## config.mk

```make
export PLATFORM = sky130hd
export DESIGN_NAME = instr_encoder_loader_flat
export DESIGN_NICKNAME = d
export VERILOG_FILES = /design/src/rtl/instr_encoder_loader_if.sv /design/src/rtl/instr_encoder_loader.sv /design/src/flat_wrapper.sv
export SDC_FILE = /design/constraint.sdc
export NUM_CORES = 1
export LEC_CHECK = 0
export ABC_AREA = 1
export BUFFER_PORTS_ARGS = -buffer_cell sky130_fd_sc_hd__buf_4
export CAP_MARGIN = 20
export CORE_MARGIN = 8
export CORE_UTILIZATION = 38
export CTS_BUF_LIST = sky130_fd_sc_hd__clkbuf_8
export CTS_CLUSTER_DIAMETER = 80
export CTS_CLUSTER_SIZE = 24
export DETAILED_ROUTE_END_ITERATION = 12
export PLACE_DENSITY = 0.66
export SYNTH_ARGS = -nofsm -noshare
export SYNTH_HDL_FRONTEND = slang
export SYNTH_SLANG_ARGS = --single-unit
```

## constraint.sdc

```tcl
create_clock -name clk -period 2.25 [get_ports clk]
set_clock_uncertainty 0.2 [all_clocks]
set_input_delay 0.1125 -clock clk [delete_from_list [all_inputs] [get_ports clk]]
set_output_delay 0.1125 -clock clk [all_outputs]
set_load 0.1 [all_outputs]
```

## src/rtl/instr_encoder_loader_if.sv

```systemverilog
// Request-side and memory-write-side signals of the instruction encoder/loader.
// The slave modport is the loader; the master modport is the program source plus the memory port.
interface instr_encoder_loader_if #(
    parameter int ADDR_W = 8
);
    logic              in_valid;
    logic              in_ready;
    logic [3:0]        in_kind;
    logic [4:0]        in_rs;
    logic [4:0]        in_rt;
    logic [4:0]        in_rd;
    logic [15:0]       in_imm;
    logic              mem_we;
    logic [ADDR_W-1:0] mem_addr;
    logic [31:0]       mem_wdata;

    modport slave (
        input  in_valid, in_kind, in_rs, in_rt, in_rd, in_imm,
        output in_ready, mem_we, mem_addr, mem_wdata
    );

    modport master (
        output in_valid, in_kind, in_rs, in_rt, in_rd, in_imm,
        input  in_ready, mem_we, mem_addr, mem_wdata
    );
endinterface

```

## src/rtl/instr_encoder_loader.sv

```systemverilog
// Turns symbolic instruction requests into 32-bit MIPS words and writes them
// sequentially into instruction memory starting at BASE_ADDR.
module instr_encoder_loader #(
    parameter int ADDR_W    = 8,
    parameter int DEPTH     = 64,
    parameter int BASE_ADDR = 0,
    localparam int CW       = $clog2(DEPTH + 1)
) (
    input  logic                          clk,
    input  logic                          reset,
    input  logic                          start,
    input  logic                          finish,
    instr_encoder_loader_if.slave         bus,
    output logic [CW-1:0]                 count,
    output logic                          full,
    output logic                          busy,
    output logic                          err_illegal
);
    typedef enum logic [1:0] {IDLE, LOAD, DRAIN} state_t;

    localparam logic [ADDR_W-1:0] BASE = ADDR_W'(BASE_ADDR);
    localparam logic [CW-1:0]     LAST = CW'(DEPTH);

    state_t      state;
    logic        legal;
    logic        is_rtype;
    logic [5:0]  op;
    logic [5:0]  funct;
    logic [31:0] enc;
    logic        accept;
    logic [CW-1:0] count_nxt;

    always_comb begin
        legal    = 1'b1;
        is_rtype = 1'b0;
        op       = 6'h00;
        funct    = 6'h00;
        case (bus.in_kind)
            4'd0: begin is_rtype = 1'b1; funct = 6'h20; end
            4'd1: begin is_rtype = 1'b1; funct = 6'h22; end
            4'd2: begin is_rtype = 1'b1; funct = 6'h24; end
            4'd3: begin is_rtype = 1'b1; funct = 6'h25; end
            4'd4: begin is_rtype = 1'b1; funct = 6'h2A; end
            4'd5: op = 6'h23;
            4'd6: op = 6'h2B;
            4'd7: op = 6'h04;
            4'd8: op = 6'h08;
            default: legal = 1'b0;
        endcase
        if (is_rtype)
            enc = {6'h00, bus.in_rs, bus.in_rt, bus.in_rd, 5'd0, funct};
        else
            enc = {op, bus.in_rs, bus.in_rt, bus.in_imm};
    end

    assign accept    = (state == LOAD) && bus.in_valid && bus.in_ready;
    assign count_nxt = count + 1'b1;

    always_ff @(posedge clk or posedge reset) begin
        if (reset) begin
            state         <= IDLE;
            bus.mem_we    <= 1'b0;
            bus.mem_addr  <= BASE;
            bus.mem_wdata <= 32'h0;
            bus.in_ready  <= 1'b0;
            count         <= '0;
            full          <= 1'b0;
            busy          <= 1'b0;
            err_illegal   <= 1'b0;
        end else begin
            bus.mem_we <= 1'b0;
            case (state)
                IDLE: begin
                    // start takes priority over a coincident finish
                    if (start) begin
                        state        <= LOAD;
                        bus.mem_addr <= BASE;
                        bus.in_ready <= 1'b1;
                        count        <= '0;
                        full         <= 1'b0;
                        err_illegal  <= 1'b0;
                        busy         <= 1'b1;
                    end
                end
                LOAD: begin
                    if (accept && legal) begin
                        bus.mem_we    <= 1'b1;
                        bus.mem_addr  <= BASE + (ADDR_W'(count) << 2);
                        bus.mem_wdata <= enc;
                        count         <= count_nxt;
                        full          <= (count_nxt == LAST);
                    end
                    if (accept && !legal)
                        err_illegal <= 1'b1;
                    if (finish || (accept && legal && count_nxt == LAST)) begin
                        state        <= DRAIN;
                        bus.in_ready <= 1'b0;
                    end else begin
                        bus.in_ready <= 1'b1;
                    end
                end
                DRAIN: begin
                    // the pending write (if any) is on the port this cycle
                    state        <= IDLE;
                    bus.in_ready <= 1'b0;
                    busy         <= 1'b0;
                end
                default: begin
                    state        <= IDLE;
                    bus.in_ready <= 1'b0;
                    busy         <= 1'b0;
                end
            endcase
        end
    end
endmodule
```

## src/flat_wrapper.sv

```systemverilog
// flat-port wrapper written by rule: the top's interface ports become plain ports
module instr_encoder_loader_flat 
#(
    parameter int ADDR_W    = 8,
    parameter int DEPTH     = 64,
    parameter int BASE_ADDR = 0,
    localparam int CW       = $clog2(DEPTH + 1)
)
  (clk, reset, start, finish, count, full, busy, err_illegal, bus_in_valid, bus_in_kind, bus_in_rs, bus_in_rt, bus_in_rd, bus_in_imm, bus_in_ready, bus_mem_we, bus_mem_addr, bus_mem_wdata);
  instr_encoder_loader_if #(.ADDR_W(ADDR_W)) bus_i ();
  input  logic clk;
  input  logic reset;
  input  logic start;
  input  logic finish;
  output logic [CW-1:0] count;
  output logic full;
  output logic busy;
  output logic err_illegal;
  input wire logic [$bits(bus_i.in_valid)-1:0] bus_in_valid;
  input wire logic [$bits(bus_i.in_kind)-1:0] bus_in_kind;
  input wire logic [$bits(bus_i.in_rs)-1:0] bus_in_rs;
  input wire logic [$bits(bus_i.in_rt)-1:0] bus_in_rt;
  input wire logic [$bits(bus_i.in_rd)-1:0] bus_in_rd;
  input wire logic [$bits(bus_i.in_imm)-1:0] bus_in_imm;
  output wire logic [$bits(bus_i.in_ready)-1:0] bus_in_ready;
  output wire logic [$bits(bus_i.mem_we)-1:0] bus_mem_we;
  output wire logic [$bits(bus_i.mem_addr)-1:0] bus_mem_addr;
  output wire logic [$bits(bus_i.mem_wdata)-1:0] bus_mem_wdata;
  assign bus_i.in_valid = bus_in_valid;
  assign bus_i.in_kind = bus_in_kind;
  assign bus_i.in_rs = bus_in_rs;
  assign bus_i.in_rt = bus_in_rt;
  assign bus_i.in_rd = bus_in_rd;
  assign bus_i.in_imm = bus_in_imm;
  assign bus_in_ready = bus_i.in_ready;
  assign bus_mem_we = bus_i.mem_we;
  assign bus_mem_addr = bus_i.mem_addr;
  assign bus_mem_wdata = bus_i.mem_wdata;
  instr_encoder_loader #(.ADDR_W(ADDR_W), .DEPTH(DEPTH), .BASE_ADDR(BASE_ADDR)) u_core (.clk(clk), .reset(reset), .start(start), .finish(finish), .bus(bus_i), .count(count), .full(full), .busy(busy), .err_illegal(err_illegal));
endmodule
```

==> qor.yml, run 1 <==
synthArstFlopShare_pct: 100
grtUsageTotal_pct: 15.1
viasPerCell: 4.64
path_clk_slew_ps: 100
io_buffers: 88
grt_pass1_vias: 2194
place_congestion: 0.793
cts_buffer_depth: 2
nNetsFinal: 413
period_share_pct: 83.4
antenna_cells: 0
grt-ovfl-total: 0
drt_iter0_markers: 69
fp.dieH_um: 92.2
htree_levels: 2
min_period_ps: 1880
cts_resized: 0
dp_hpwl_um: 4380
synth_area_mm2: 0.00220
yosysWarnings: 0
synth_area_leaders: "dfrtp_1, nand2_1, nor2_1"
clk_latency_ps: 310
synth_top_area_share_pct: 55.6
ctsHoldBuffers: 38
grt_max_degree: 29
syn2layout_area_growth_pct: 52.3
p_per_area_mw_per_mm2: 1570
fmax_mhz: 533
totalWireLength_um: 6130
first_pass_iters: 4
ys_top_cells_by_count: "nand2_1, dfrtp_1, nor2_1"
slew_violations: 0
final_layout_size_suffix_gt1_share_pct: 31.2
yosysTopAreaCell: "dfrtp_1"
die_area_mm2: 0.00850
drv_cap: 0
cp.arrival_ps: 1900
post_cts_buffers: 0
cts_buffers: 5
path_max_fanout: 28
fin_util_pct: 60.6
antenna_found_initial: 0
hold_path_class: "primary input to register"
synth-main-ff-cell: "dfrtp_1"
p_leak_nw: 1.72
critPathKind: "primary input to register"
whs_ps: 129
ys_ff_latch: 49
cp.required_ps: 2280
num_vias: 2060
dieWidth_um: 92.2
drc: 0
synthMostInstantiatedCell: "nand2_1"
ys_seq_area_share_pct: 55.6
report.final.hold_viol_count: 0
wl_per_cell_um: 13.8
ios: 92
rows: 27
syn_avg_cell_area_um2: 9.04
irDropWorstVdd_v: 0.00110
syn_inst: 244
clock-root-buffer: "clkbuf_8"
cts_sinks: 49
initial_core_util_pct: 39.8
setup_viol: 0
core-area_mm2: 0.00554
grt_setup_unrepaired: "no"
synth-edff-count: 0
startpoint_type: "primary input"
cp-end-kind: "register"
status: "complete, no violations"
antenna_left: 0
netlist-cell-type-count: 27
grt_pass1_wl_um: 10600
cts_tree: "built"
total_power_w: 0.00526
totalNegativeSetupSlack_ps: 0
[per-stage QoR]
| step | setup WS (ps) | std cells | area (um^2) |
|---|---|---|---|
| 3_3_place_gp | 532 | 398 | 2880 |
| 4_1_cts | 373 | 444 | 3360 |
| 6_report | 374 | 444 | 3360 |
| 2_1_floorplan | 119 | 246 | 2210 |
| 5_1_grt | 174 | 444 | 3360 |
| 3_5_place_dp | 449 | 398 | 2880 |
[final timing paths]
check,from,cells after the start,slack [ps],endpoint
max in group asynchronous,reset,4,1100,u_core.bus.mem_wdata[8]
worst max-delay path,bus_in_kind[1],9,370,u_core.bus.mem_wdata[1]
worst max register to register,u_core.state[1],7,450,u_core.bus.mem_wdata[1]
worst min-delay path,bus_in_valid,4,130,u_core.err_illegal
worst min register to register,u_core.bus.mem_wdata[29],1,290,u_core.bus.mem_wdata[29]
min in group asynchronous,reset,3,170,u_core.bus.mem_addr[2]
[logic make-up (layout without fill, tap and decap cells)]
family                   after synthesis  after routing  share of synthesized area [%]
AO/OA/AOI/OAI                         42             42                           12.1
adder cells (fa/ha/maj)                2              2                           1.13
buffers and inverters                 28            154                           7.66
flip-flops                            49             49                           55.6
other                                  1              3                          0.170
AND/OR/NAND/NOR                      122            122                           23.3
[final cells by class]
cell class / instances / area [um^2]
timing repair buffer: 129 / 1060
clock buffer: 5 / 68.8
tap: 72 / 90.1
fill: 489 / 2180
clock inverter: 3 / 25.0
sequential: 49 / 1230
inverter: 17 / 63.8
multi-input combinational: 169 / 817
[registers in the layout (all words and copies together) (netlist names)]
signal                cells
u_core.bus.mem_addr       6
u_core.bus.in_ready       1
u_core.busy               1
u_core.bus.mem_we         1
u_core.full               1
u_core.state              2
u_core.count              7
u_core.bus.mem_wdata     29
u_core.err_illegal        1
[placed cells by master (no fill, tap or decap), types with 3 or more instances in the layout]
cell,instances
a21oi_1,8
nand4_1,3
inv_1,14
o21ai_1,9
a22o_1,6
clkbuf_8,5
nor2_1,19
a21oi_2,5
conb_1,3
nand2_2,3
inv_2,3
nand2_1,81
dfrtp_1,47
buf_4,91
dlygate4sd3_1,38
a31oi_1,3
o21ai_0,6
nand3_1,11
[per-layer routing]
metal / track usage (%) / up-vias / part of all wire, %
met5: 0 / - / 0
met4: 3.62 / 0 / 0.96
met3: 5.54 / 7 / 7.5
met2: 25.5 / 63 / 50
met1: 17.7 / 955 / 42
li1: - / 1035 / -
[worst max-delay path, cell delays in order]
cell           delay, ps
dlygate4sd3_1        540
buf_4                160
nor2_2               160
nand2_2               80
nand2_2               90
nand2_4              130
inv_2                390
nor2_1                70
a31oi_1              160
[power breakdown]
part	switching, W	total [W]	internal [W]
registers	0.000192	0.00137	0.00118
clock network	0.000319	0.000547	0.000227
logic	0.00269	0.00334	0.000650
total	0.00320	0.00526	0.00205
No activity file was read; power rests on OpenSTA's default activity.
==> run 2, diff against run 1 <==
--- a/config.mk
+++ b/config.mk
@@ -14,7 +14,7 @@
 export CTS_CLUSTER_DIAMETER = 80
 export CTS_CLUSTER_SIZE = 24
 export DETAILED_ROUTE_END_ITERATION = 12
-export PLACE_DENSITY = 0.66
+export PLACE_DENSITY = 0.68
 export SYNTH_ARGS = -nofsm -noshare
 export SYNTH_HDL_FRONTEND = slang
 export SYNTH_SLANG_ARGS = --single-unit
==> constraint.sdc (replaced) <==
create_clock -name clk -period 1.6 [get_ports clk]
set_clock_uncertainty 0.2 [all_clocks]
set_input_delay 0.08 -clock clk [delete_from_list [all_inputs] [get_ports clk]]
set_output_delay 0.08 -clock clk [all_outputs]
set_load 0.1 [all_outputs]
==> qor.yml, run 2 (synthesis results as in run 1) <==
first_pass_iters: 4  # unchanged
path_clk_slew_ps: 90  # about the same
top_regs: "u_core.bus.mem_wdata (29), u_core.count (7), u_core.bus.mem_addr (6)"
nFillCells: 454  # -7.2%
finish.instance_area_mm2: 0.00368  # +9.5%
dieWidth_um: 92.2  # unchanged
place_congestion: 0.829  # +4.5%
setup_viol: 3  # +3
grt_setup_unrepaired: "yes"
antenna_cells: 0  # unchanged
cp.arrival_ps: 1620  # -280 ps
initial_core_util_pct: 39.8  # unchanged
power_frac_comb_pct: 63.3  # -0.3 points
startpoint_type: "register"
final_common_cell: "buf_4"
grt-ovfl-total: 0  # unchanged
violations: "negative setup slack"
reg2reg_depth: 9  # +2
period_share_pct: 102
crit_path_frequent_cell: "buf_4"
wl_per_cell_um: 14.7  # +6.4%
min_period_ps: 1630
rows: 27  # unchanged
clock-root-buffer: "clkbuf_8"
grt_max_degree: 31  # +6.9%
cts_buffers: 5  # unchanged
top_register: "u_core.bus.mem_wdata"
clock_power_share_pct: 11.6  # +1.2 points
cp-end-kind: "register"
hold_path_depth: 4  # unchanged
critPathKind: "register to register"
p_leak_nw: 1.82  # +6.2%
grt_pass1_vias: 2253  # +2.7%
drc: 0  # unchanged
irDropWorstVdd_v: 0.00171  # +55%
worst-path-stages: 9  # unchanged
crit_family: "flip-flops"
antenna_left: 0  # unchanged
path_cells: "buf_4, ha_1, inv_1, nor2_2, nand3_1, nor2_1, nand2_2, buf_4, nand2_1"
whs_ps: 43.6  # -85.1 ps
cts_buffer_depth: 2  # unchanged
fp.dieH_um: 92.2  # unchanged
largest_register_ffs: 29  # unchanged
fin_util_pct: 66.4  # +5.8 points
grtUsageTotal_pct: 16.0  # +0.93 points
cp.required_ps: 1590  # -690 ps
seqPwrFrac_pct: 25.1  # -0.9 points
fmax_mhz: 615
p_per_area_mw_per_mm2: 2110  # +34%
num_vias: 2178  # +5.7%
grt_pass1_wl_um: 11200  # +6.1%
totalWireLength_um: 6820  # +11%
placed_area_mm2: 0.00304  # +5.3%
total_power_w: 0.00774  # +47%
core-area_mm2: 0.00554  # unchanged
die_area_mm2: 0.00850  # unchanged
nNetsFinal: 433  # +4.8%
cts_tree: "built"
switchingPower_w: 0.00453  # +41%
cts_sinks: 49  # unchanged
htree_levels: 2  # unchanged
drv_cap: 0  # unchanged
status: "complete, but fails checks"
antenna_found_initial: 0  # unchanged
ios: 92  # unchanged
critPathBufInv: 3  # unchanged
path_max_fanout: 4  # -86%
swShare_pct: 58.5  # -2.4 points
hold_path_class: "primary input to register"
syn2layout_area_growth_pct: 66.7
drt_iter0_markers: 99  # +43%
slowest_stage: "dfrtp_4"
p_int_w: 0.00321  # +56%
viasPerCell: 4.69  # +1.2%
final_cell_mix: "buf_4, nand2_1, dlygate4sd3_1"
final_layout_size_suffix_gt1_share_pct: 38.0  # +6.8 points
io_buffers: 88  # unchanged
slowest_delay_ps: 510  # -30 ps
slew_violations: 0  # unchanged
clk_latency_ps: 290  # -20 ps
dp_hpwl_um: 4590  # +4.8%
report.final.hold_viol_count: 0  # unchanged
worst_slack_ps: -25.9  # -400 ps
totalNegativeSetupSlack_ps: -57.9  # -57.9 ps
## run 2: cell count changes in the layout (fill, tap and decap cells not counted), sizes merged
cell	change
clkinvlp	-1
bufinv	+1
clkbuf	+1
dlygate4sd3	+7
buf	+13
inv	-1
## run 2: final cells by class
class / count / area, um^2 / area share (%)
tap: 72 / 90.1 / 2.45
inverter: 17 / 66.3 / 1.80
clock buffer: 6 / 82.6 / 2.25
sequential: 49 / 1250 / 33.9
clock inverter: 2 / 33.8 / 0.919
multi-input combinational: 169 / 880 / 23.9
timing repair buffer: 149 / 1280 / 34.7
## run 2: repair_timing
action                                 4_1_cts  5_1_grt
setup endpoints to repair                    3       41
buffers inserted                             2        1
endpoints found under the hold margin       82        6
hold buffers                                38        8
pin swaps                                    0        2
resized for setup                            0       16
## run 2: power groups by stage
stage | logic, W | registers (W) | clock network [W]
finish | 0.00490 | 0.00194 | 0.000897
global route | 0.00510 | 0.00201 | 0.000977
CTS | 0.00486 | 0.00194 | 0.000930
detailed placement | 0.00478 | 0.00196 | 0
global placement | 0.00475 | 0.00194 | 0
floorplan | 0.000873 | 0.00479 | 0
## run 2: routing by layer
metal | share of wire (%) | up-vias | track usage [%]
met1 | 41 | 1021 | 18.8
li1 | - | 1078 | -
met2 | 50 | 69 | 27.0
met3 | 7.1 | 10 | 5.79
met4 | 1.7 | 0 | 4.30
met5 | 0 | - | 0
## run 2: worst paths after layout
| kind | start | to | slack [ps] |
|---|---|---|---|
| min in group asynchronous | reset | u_core.bus.mem_wdata[16] | 160 |
| worst max register to register | u_core.count[0] | u_core.full | -30 |
| worst min-delay path | bus_in_kind[3] | u_core.bus.mem_wdata[29] | 40 |
| worst max-delay path | u_core.count[0] | u_core.full | -30 |
| worst min register to register | u_core.bus.mem_wdata[23] | u_core.bus.mem_wdata[23] | 280 |
| max in group asynchronous | reset | u_core.count[0] | 500 |
## run 2: stage by stage
step	setup WS, ps	instances
detailed placement	-28.2	408
global placement	23.8	408
CTS	-34.5	456
finish	-25.9	464
floorplan	-119	246
global route	-114	464
## run 2: worst reg2reg max path, delay by kind of cell (launching register included)
kind,cells,cell delay [ps]
adders and majority gates,1,190
DFF,1,510
buffers and inverters,3,350
and+or+nand+nor,5,290
==> run 3, diff against run 2 <==
--- a/config.mk
+++ b/config.mk
@@ -14,7 +14,7 @@
 export CTS_CLUSTER_DIAMETER = 80
 export CTS_CLUSTER_SIZE = 24
 export DETAILED_ROUTE_END_ITERATION = 12
-export PLACE_DENSITY = 0.68
+export PLACE_DENSITY = 0.66
 export SYNTH_ARGS = -nofsm -noshare
 export SYNTH_HDL_FRONTEND = slang
 export SYNTH_SLANG_ARGS = --single-unit
==> constraint.sdc (replaced) <==
create_clock -name clk -period 1.8 [get_ports clk]
set_clock_uncertainty 0.2 [all_clocks]
set_input_delay 0.09 -clock clk [delete_from_list [all_inputs] [get_ports clk]]
set_output_delay 0.09 -clock clk [all_outputs]
set_load 0.1 [all_outputs]
==> qor.yml, run 3 (synthesis results as in run 1) <==
viasPerCell: 4.74  # +0.93%
totalWireLength_um: 6570  # -3.6%
die_area_mm2: 0.00850  # unchanged
core-area_mm2: 0.00554  # unchanged
drc: 0  # unchanged
startpoint_type: "primary input"
dp_cells: 400  # -2.0%
irDropWorstVdd_v: 0.00129  # -25%
grtUsageTotal_pct: 15.8  # -0.20 points
min_period_ps: 1810
final_common_cell: "buf_4"
dieWidth_um: 92.2  # unchanged
dp_hpwl_um: 4570  # -0.52%
grt_setup_unrepaired: "yes"
p_leak_nw: 1.77  # -3.1%
drt_iter0_markers: 52  # -47%
final_layout_size_suffix_gt1_share_pct: 33.3  # -4.7 points
critPathKind: "primary input to register"
finalNonFillerCells: 450  # -3.0%
syn2layout_area_growth_pct: 59.9
rows: 27  # unchanged
period_share_pct: 101
cts_buffer_depth: 2  # unchanged
worst_slack_ps: -14.7  # +11.2 ps
switchingPower_w: 0.00401  # -11%
nNetsFinal: 419  # -3.2%
violations: "negative setup slack"
cp.arrival_ps: 1800  # +180 ps
cp.required_ps: 1780  # +190 ps
ios: 92  # unchanged
antenna_cells: 0  # unchanged
io_buffers: 88  # unchanged
cts_sinks: 49  # unchanged
p_int_w: 0.00290  # -9.7%
num_vias: 2132  # -2.1%
total_power_w: 0.00691  # -11%
grt-ovfl-total: 0  # unchanged
grt_pass1_vias: 2291  # +1.7%
clock_power_share_pct: 13.3  # +1.7 points
antenna_left: 0  # unchanged
cts_buffers: 5  # unchanged
setup_viol: 1  # -2
whs_ps: 8.31  # -35.3 ps
wl_per_cell_um: 14.6  # -0.59%
swShare_pct: 58.1  # -0.49 points
seqPwrFrac_pct: 25.1  # about the same
initial_core_util_pct: 39.8  # unchanged
fmax_mhz: 551
power_frac_comb_pct: 61.6  # -1.7 points
fp.dieH_um: 92.2  # unchanged
p_per_area_mw_per_mm2: 1960  # -6.9%
cts_tree: "built"
grt_pass1_wl_um: 11100  # -0.92%
path_clk_slew_ps: 90  # about the same
place_congestion: 0.832  # +0.41%
report.final.hold_viol_count: 0  # unchanged
first_pass_iters: 4  # unchanged
fin_util_pct: 63.6  # -2.7 points
cp-end-kind: "register"
htree_levels: 2  # unchanged
top_register: "u_core.bus.mem_wdata"
largest_register_ffs: 29  # unchanged
drv_cap: 0  # unchanged
final_cell_mix: "buf_4, nand2_1, dlygate4sd3_1"
post_cts_buffers: 0  # -2
path_max_fanout: 4  # unchanged
slew_violations: 0  # unchanged
top_regs: "u_core.bus.mem_wdata (29), u_core.count (7), u_core.bus.mem_addr (6)"
status: "complete, but fails checks"
clock-root-buffer: "clkbuf_8"
antenna_found_initial: 0  # unchanged
hold_path_class: "primary input to register"
grt_max_degree: 29  # -6.5%
clk_latency_ps: 300  # about the same
==> run 3: cell type report <==
cell class,count,area [um^2]
multi-input cells,169,837
repair buffers,135,1160
well taps,72,90.1
inverters,17,63.8
fillers,481,2020
clock inverters,3,65.1
flip-flops and latches,49,1240
clock buffers,5,68.8
==> run 3: worst max-delay path: stages <==
cell and delay (ps):
dlygate4sd3_1 550, buf_4 160, nor2_4 110, nand2_2 70, a32o_1 250, dlygate4sd3_1 560
==> run 3: power by group through the flow <==
stage	Clock [W]	Sequential [W]	Combinational, W
after floorplan	0	0.00425	0.000778
after global placement	0	0.00174	0.00417
after detailed placement	0	0.00174	0.00419
after CTS	0.000954	0.00173	0.00428
after global routing	0.000988	0.00178	0.00443
final	0.000921	0.00173	0.00426
==> run 3: worst paths after layout <==
| check | from | to | slack, ps | cells past startpoint |
|---|---|---|---|---|
| worst min register to register | u_core.bus.mem_wdata[20] | u_core.bus.mem_wdata[20] | 290 | 2 |
| worst min-delay path | bus_in_kind[1] | u_core.bus.mem_wdata[1] | 8 | 4 |
| worst max-delay path | bus_in_kind[0] | u_core.err_illegal | -10 | 6 |
| min in group asynchronous | reset | u_core.bus.mem_wdata[18] | 190 | 3 |
| worst max register to register | u_core.state[1] | u_core.err_illegal | 10 | 4 |
| max in group asynchronous | reset | u_core.bus.in_ready | 670 | 4 |
==> run 3: per-layer routing <==
metal  GRT usage, %  up-vias  share of wire (%)
li1               -     1044                  -
met4           2.82        0               0.61
met2           28.2       78                 51
met1           17.8     1005                 41
met5              0        -                  0
met3           5.70        5                7.8
==> run 3: what timing repair did <==
| action | 4_1_cts | 5_1_grt |
|---|---|---|
| setup endpoints to repair | 0 | 11 |
| hold buffers | 42 | 0 |
| gates resized for setup | 0 | 2 |
| endpoints found under the hold margin | 54 | 0 |
==> run 3: through the flow <==
stage          setup TNS [ps]  cell area (um^2)  worst slack [ps]
2_1_floorplan               0              2240              59.8
3_3_place_gp                0              2960               193
3_5_place_dp                0              2960               164
4_1_cts                     0              3520              13.9
5_1_grt                 -37.6              3520             -37.6
6_report                -14.7              3520             -14.7
